$ cat src/rtl/icache_dm.sv
// icache_dm: direct-mapped, read-only instruction cache between the PC and the
// F/D register. A hit returns InstrF in the same cycle. A miss stalls the front
// end and refills one line from backing memory as a burst of word beats.
//
// Ports:
//   clk, rst          clock (rising edge), asynchronous active-low reset
//   req, PCF          fetch request and fetch address (PCF[1:0] ignored)
//   inv               invalidate every line (fence.i / flush)
//   InstrF, hit       fetched instruction, valid while hit=1
//   stall             front-end stall, ORed into the hazard unit's stall
//   mem_req           one-cycle refill request pulse
//   mem_addr          line-aligned refill address, held for the whole refill
//   mem_rdata         refill data beat
//   mem_rvalid        refill beat valid
//   hit_count         32-bit hit counter, wraps
//   miss_count        32-bit miss counter, wraps
//   dbg_state         current FSM state (0 = IDLE, 1 = REFILL)
//
// Handshake: mem_req pulses high for one cycle to start a refill. There is no
// ready signal on the return path. The cache accepts every mem_rvalid beat
// while in REFILL, in order, word 0 first. It ignores beats while in IDLE.
module icache_dm #(
  parameter int WIDTH = 32,
  parameter int LINES = 16,
  parameter int WORDS = 4
) (
  input  logic             clk,
  input  logic             rst,
  input  logic             req,
  input  logic [WIDTH-1:0] PCF,
  input  logic             inv,
  output logic [WIDTH-1:0] InstrF,
  output logic             hit,
  output logic             stall,
  output logic             mem_req,
  output logic [WIDTH-1:0] mem_addr,
  input  logic [WIDTH-1:0] mem_rdata,
  input  logic             mem_rvalid,
  output logic [31:0]      hit_count,
  output logic [31:0]      miss_count,
  output logic [0:0]       dbg_state
);

  localparam int OFF_W = $clog2(WORDS);
  localparam int IDX_W = $clog2(LINES);
  localparam int TAG_W = WIDTH - IDX_W - OFF_W - 2;
  localparam logic [OFF_W-1:0] LAST_BEAT = OFF_W'(WORDS - 1);
  localparam logic [OFF_W-1:0] BEAT_ONE  = OFF_W'(1);

  typedef enum logic [0:0] {
    IDLE   = 1'b0,
    REFILL = 1'b1
  } state_t;

  state_t             state;
  logic [LINES-1:0]   valid;
  logic [TAG_W-1:0]   tag_mem  [LINES];
  logic [WIDTH-1:0]   data_mem [LINES][WORDS];
  logic [OFF_W-1:0]   beat;
  logic [TAG_W-1:0]   r_tag;
  logic [IDX_W-1:0]   r_idx;
  logic               inv_pending;

  logic [OFF_W-1:0]   offset;
  logic [IDX_W-1:0]   idx;
  logic [TAG_W-1:0]   tag;
  logic               last_beat;
  logic               unused_pcf;

  assign offset     = PCF[OFF_W+1:2];
  assign idx        = PCF[OFF_W+2+IDX_W-1:OFF_W+2];
  assign tag        = PCF[WIDTH-1:OFF_W+2+IDX_W];
  assign unused_pcf = ^PCF[1:0];

  // Combinational lookup. The valid bits and tags seen here are the values
  // from before the edge, so an inv in IDLE does not affect this cycle's hit.
  assign hit       = req && valid[idx] && (tag_mem[idx] == tag) && (state == IDLE);
  assign InstrF    = (state == IDLE) ? data_mem[idx][offset] : '0;
  assign stall     = (req && !hit) || (state != IDLE);
  assign dbg_state = state;
  assign last_beat = (state == REFILL) && mem_rvalid && (beat == LAST_BEAT);

  // Control state: FSM, valid bits, refill registers and counters.
  always_ff @(posedge clk or negedge rst) begin
    if (!rst) begin
      state       <= IDLE;
      valid       <= '0;
      beat        <= '0;
      r_tag       <= '0;
      r_idx       <= '0;
      inv_pending <= 1'b0;
      mem_req     <= 1'b0;
      mem_addr    <= '0;
      hit_count   <= '0;
      miss_count  <= '0;
    end else begin
      mem_req <= 1'b0;
      case (state)
        IDLE: begin
          if (inv) valid <= '0;
          if (req && !hit) begin
            // The invalidate, if any, applies before this refill. The new
            // line is therefore validated normally when the refill completes.
            r_tag       <= tag;
            r_idx       <= idx;
            mem_addr    <= {tag, idx, {(OFF_W + 2){1'b0}}};
            mem_req     <= 1'b1;
            valid[idx]  <= 1'b0;
            beat        <= '0;
            inv_pending <= 1'b0;
            miss_count  <= miss_count + 32'd1;
            state       <= REFILL;
          end else if (req && hit) begin
            hit_count <= hit_count + 32'd1;
          end
        end
        REFILL: begin
          if (inv) begin
            valid       <= '0;
            inv_pending <= 1'b1;
          end
          if (mem_rvalid) begin
            beat <= beat + BEAT_ONE;
            if (beat == LAST_BEAT) begin
              // An invalidate seen at any point in this refill, including
              // this cycle, keeps the line invalid.
              valid[r_idx] <= !(inv_pending || inv);
              inv_pending  <= 1'b0;
              state        <= IDLE;
            end
          end
        end
        default: state <= IDLE;
      endcase
    end
  end

  // Line storage has no reset. It is only visible through a set valid bit.
  always_ff @(posedge clk) begin
    if (state == REFILL && mem_rvalid) begin
      data_mem[r_idx][beat] <= mem_rdata;
      if (last_beat) tag_mem[r_idx] <= r_tag;
    end
  end

endmodule

$ cat config.mk
export PLATFORM = sky130hd
export DESIGN_NAME = icache_dm
export DESIGN_NICKNAME = d
export VERILOG_FILES = /design/src/rtl/icache_dm.sv
export SDC_FILE = /design/constraint.sdc
export NUM_CORES = 2
export LEC_CHECK = 0
export ABC_AREA = 1
export CAP_MARGIN = 20
export CORE_UTILIZATION = 35
export CTS_CLUSTER_DIAMETER = 50
export CTS_CLUSTER_SIZE = 14
export DETAILED_ROUTE_END_ITERATION = 16
export PLACE_DENSITY = 0.53
export SYNTH_ARGS = -nofsm -noshare
export SYNTH_HDL_FRONTEND = slang
export SYNTH_SLANG_ARGS = --single-unit
$ cat constraint.sdc
create_clock -name clk -period 5.3 [get_ports clk]
set_clock_uncertainty 0.15 [all_clocks]
set_input_delay 0.795 -clock clk [delete_from_list [all_inputs] [get_ports clk]]
set_output_delay 0.795 -clock clk [all_outputs]
set_load 0.01 [all_outputs]
=== Word-level counts from Yosys, hierarchy flattened ===
Memory sizes are Yosys's and may differ from the RTL's.
Index checks and enable logic that the tools add are counted.

* Add/sub/neg operators: 3
* $lt $le $gt $ge: 7
* Equality and inequality tests: 4
* Mux-type cells: 38
* Bitwise gates (word level): 6
* Reductions and logical operators: 17

{| class="wikitable"
|+ Operators with widths
! kind !! count
|-
| $mux 128 || 1
|-
| $mux 32 || 4
|-
| $mux 16 || 6
|-
| $add 32x1->32 const B || 2
|-
| $bmux 32 s2 || 1
|-
| $demux 32 s2 || 1
|-
| $pmux 16 s2 || 1
|-
| $eq 24x24->1 || 1
|-
| $and 16x16->16 || 1
|-
| $bwmux 16 || 1
|-
| $not 16->16 || 1
|-
| $mux 1 || 15
|-
| $logic_and 1x1->1 || 10
|-
| $lt 4x5->1 const B || 2
|-
| $demux 1 s4 || 2
|-
| $ge 4x1->1 const B || 2
|-
| $ge 3x3->1 const B || 2
|-
| $not 2->3 || 2
|-
| $bmux 1 s4 || 1
|-
| $mux 2 || 2
|-
| $pmux 1 s2 || 2
|-
| $pmux 2 s2 || 1
|-
| $reduce_and 2->1 || 2
|-
| $lt 3x1->1 const B || 1
|-
| other kinds (8) || 11
|}

* Flip-flop bits (word level): 141
* Memory bits (writable): 2432
* Input port bits: 69
* Output and inout bits: 132
* Logic and storage cells: 87
* Memories: 2

{| class="wikitable"
|+ Memory list
! name !! words !! bits a word !! read ports !! clocked after Yosys merged registers in !! write ports !! line !! source
|-
| data_mem || 16 || 128 || 1 || 0 || 1 || 58 || <nowiki>logic [WIDTH-1:0] data_mem [LINES][WORDS];</nowiki>
|-
| tag_mem || 16 || 24 || 1 || 0 || 1 || 57 || <nowiki>logic [TAG_W-1:0] tag_mem [LINES];</nowiki>
|}

=== Logic depth before layout (Yosys ltp) ===
* Depth in word-level cells: 9
* Mapped depth: 23
* Gate-level depth less buffers: 19

=== Worst setup path after synthesis ===
Ideal clock, no wire load.

* Kind: input to register
* From: input port mem_rvalid
* To: memory data_mem[15][0] (netlist bit), enable pin
* Library setup time: 0.470 ns
* Arrival: 3.705 ns
* Required time: 4.680 ns
* Setup slack: 0.975 ns
* Cell stages on the path: 5
* Path buffers: 1
* Cell sequence: nand2_1 -> inv_1 -> nand2_1 -> clkbuf_1 -> nor2_1

* Word-level cells in the longest chain between the ends: 3

{| class="wikitable"
|+ Ends and longest elaborated chain
! what !! line !! source
|-
| from (decl) || 38 || <nowiki>input logic mem_rvalid,</nowiki>
|-
| $logic_and 1x1->1 || 140 || <nowiki>if (state == REFILL && mem_rvalid) begin</nowiki>
|-
| $mux 1 || 140 ||
|-
| $mux 128 (not written as such) || 141 || <nowiki>data_mem[r_idx][beat] <= mem_rdata;</nowiki>
|-
| to (decl) || 58 ||
|}

Every way passes these cells.

=== Worst setup path after layout ===
* From: input port PCF[6]
* To: output port InstrF[8]

* Word-level cells in the longest chain between the ends: 5

{| class="wikitable"
|+ Ends and longest elaborated chain
! what !! line !! source
|-
| from (decl) || 30 || <nowiki>input logic [WIDTH-1:0] PCF,</nowiki>
|-
| $mem_v2 16x128 || - ||
|-
| $bmux 32 s2 || 78 || <nowiki>assign InstrF = (state == IDLE) ? data_mem[idx][offset] : '0;</nowiki>
|-
| $mux 32 (not written as such) (2 in a row) || 78 ||
|-
| $mux 32 || 78 ||
|-
| to (decl) || 32 || <nowiki>output logic [WIDTH-1:0] InstrF,</nowiki>
|}

Every way passes these cells. The select of a mux whose other input is x is not followed.

==> impl_metrics.json <==
{
  "status": "completed",
  "synth-async-reset-ratio": 0.0444,
  "multi_input_area_sq_mm": 0.0231,
  "grt_max_degree": 115,
  "layout_worst_path_cycle_share": 0.986,
  "clk_pin_slew_ns": 0.06,
  "ys.flop_type": "edfxtp_1",
  "areaGrowthSynthToFinish_pct": 17.5,
  "setup_viol": 0,
  "yosysTopAreaCell": "edfxtp_1",
  "slew_violations": 0,
  "crit_fanout": 22,
  "wire_per_inst_um": 27.4,
  "cts-buffers-inserted": 247,
  "nets": 8181,
  "cp-end-kind": "output pin",
  "route.detailed.drc": 0,
  "first_iter_violations": 7665,
  "clk_path_buf_depth": 4,
  "max_slew.worst_pin.slew_ns": 1.26,
  "die_x_um": 539,
  "synth_area_leaders": "edfxtp_1 (72%), nand3_1 (6.2%), nand2_1 (6.0%)",
  "fmax_mhz": 191,
  "cts_tree": "built",
  "p_leak_nw": 39.8,
  "postRouteAntennaNets": 0,
  "relSlewSlack": 0.150,
  "start_util": 0.353,
  "nFillCells": 26200,
  "first_global_vias": 64000,
  "vias": 68100,
  "drv_cap": 0,
  "hold_viol": 0,
  "critPathTopFamily": "buffers and inverters",
  "dpl.cell_count": 11600,
  "wirelength_um": 330000,
  "timing.hold.ws_ns": 0.0699,
  "cts_num_sinks": 2545,
  "vias_per_cell": 5.66,
  "dieArea_sq_mm": 0.291,
  "finalNonFillerCells": 12000,
  "worstHoldPathType": "in2reg",
  "ys_types": 36,
  "crit_buf_inv": 5,
  "worst_setup_path_start_kind": "primary input",
  "worstSetupPathType": "in2out",
  "crit_chain": "clkdlybuf4s50_1 -> buf_4 -> nor2_4 -> inv_4 -> buf_12 -> a31oi_1 -> o41ai_1 -> a21oi_1 -> clkdlybuf4s50_1",
  "drtPass1Iterations": 6,
  "ys.warnings.count": 0,
  "synth-edff-count": 2432,
  "cp_common_cell": "clkdlybuf4s50_1",
  "crit_slowest_cell": "o41ai_1",
  "ys_ff_latch": 2545,
  "syn_area_sq_mm": 0.101,
  "ctsRootBufferMaster": "clkbuf_16",
  "floorplan.io_pins": 201,
  "grtUsageTotal": 0.221,
  "cp.arrival_ns": 4.28,
  "postSynthCellCount": 7735,
  "die_y_um": 539,
  "avgSynthCellArea_sq_um": 13.1,
  "synth.top_cell.area_share": 0.723,
  "place.gp.congestion": 0.877,
  "drive_gt1_frac": 0.112,
  "htreeDepth": 4,
  "dpl.hpwl_um": 187000,
  "power_density_mw_per_mm2": 381,
  "period_needed_ns": 5.23,
  "critPathMaxStageDelay_ns": 1.07,
  "row_count": 196,
  "grt_pass1_wl_um": 471000,
  "yosysSeqAreaShare": 0.751,
  "overflow": 0,
  "core_sq_mm": 0.286,
  "cp.required_ns": 4.36,
  "antenna_found_initial": 30,
  "clock_latency_ns": 0.92,
  "final-seq-area_sq_mm": 0.0759,
  "peakVddDrop_v": 0.000318,
  "io_buffers": 194
}
[routing by layer]
layer	track usage	up-vias	part of all wire
li1	-	29700	-
met3	0.0392	478	0.083
met4	0.0557	8	0.026
met2	0.348	3028	0.46
met1	0.314	34900	0.43
met5	0	-	0.00016
[worst paths after layout]
path	start	end	slack, ns	depth (start not counted)
min reg2reg	inv_pending	inv_pending	0.36	2
min in group asynchronous	rst	miss_count[7]	0.11	2
min	mem_rdata[24]	data_mem[3][120]	0.07	1
max	PCF[6]	InstrF[8]	0.07	9
max reg2reg	beat[0]	data_mem[11][96]	2.06	6
max in group asynchronous	rst	hit_count[19]	3.97	3
[area by class of cell]
cell class	count	area share
timing repair buffer	649	0.0583
clock buffer	287	0.0541
sequential	2545	0.639
tap	3762	0.0396
antenna	13	0.000274
clock inverter	111	0.00962
multi-input combinational	4518	0.195
inverter	145	0.00477
[power by group]
| group | switching (W) | total, W | leakage, nW | internal [W] |
|---|---|---|---|---|
| Sequential | 0.000676 | 0.0237 | 23.4 | 0.0230 |
| Clock | 0.00770 | 0.0170 | 3.64 | 0.00934 |
| Combinational | 0.00319 | 0.00453 | 12.8 | 0.00134 |
| Total | 0.0116 | 0.0453 | 39.8 | 0.0337 |
[registers in the layout, summed over array words and instances, names as in the netlist, 2 cells and up]
name        cells
valid          16
hit_count      32
tag_mem       384
r_idx           3
r_tag          24
beat            2
data_mem     2048
miss_count     32
[Yosys cell counts, types with 85 or more instances]
cell	count
nand2_1	1614
clkbuf_1	386
nor3_1	89
a31oi_1	323
o21ai_0	85
a22oi_1	499
inv_1	138
edfxtp_1	2432
nand3_1	1249
dfrtp_1	113
nor2_1	262
a21oi_1	167
[worst reg2reg max path, stage by stage (launching register included)]
cell	delay [ns]
dfrtp_1	0.42
inv_1	0.11
ha_1	0.16
nand2_1	0.59
buf_4	0.51
nor2_4	0.70
buf_12	0.32
[stage by stage]
step	cell area (sq um)	total power (W)	utilization	worst slack, ns	setup TNS (ns)
floorplan	101000	0.0258	-	0.975	0
global placement	111000	0.0285	0.387	0.0386	0
detailed placement	111000	0.0286	0.387	0.0457	0
CTS	118000	0.0455	0.413	0.0290	0
global route	119000	0.0466	0.415	-0.00298	-0.00298
finish	119000	0.0453	0.415	0.0734	0
[what timing repair did]
| action | CTS | global route |
|---|---|---|
| hold endpoints to repair | 66 | 4 |
| endpoints found under the setup margin | 0 | 3 |
| setup buffers | 0 | 4 |
| hold buffers | 1 | 1 |
| gates resized for setup | 0 | 1 |
[cell usage in the layout (no fill, tap or decap), types with 85 or more instances in the layout]
cell             instances
nor3_1                  89
nor2_1                 197
clkdlybuf4s50_1        157
a22oi_1                499
a21oi_1                167
buf_4                  319
inv_1                  136
dfrtp_1                112
nand3_1               1249
nand2_1               1613
edfxtp_1              2432
a31oi_1                323
clkbuf_16              249
buf_12                 134
o21ai_0                 85
[cells by family (layout without fill, tap and decap cells)]
logic type | Yosys count | after routing | synth area share
flip-flops | 2545 | 2545 | 0.751
AND/OR/NAND/NOR | 3300 | 3300 | 0.141
XOR/XNOR | 44 | 44 | 0.00381
other | 1 | 17 | 0.0000371
adder cells (fa/ha/maj) | 6 | 6 | 0.000743
AO/OA/AOI/OAI | 1164 | 1164 | 0.0767
buffers and inverters | 675 | 1192 | 0.0265
No activity file was read; power rests on OpenSTA's default activity.
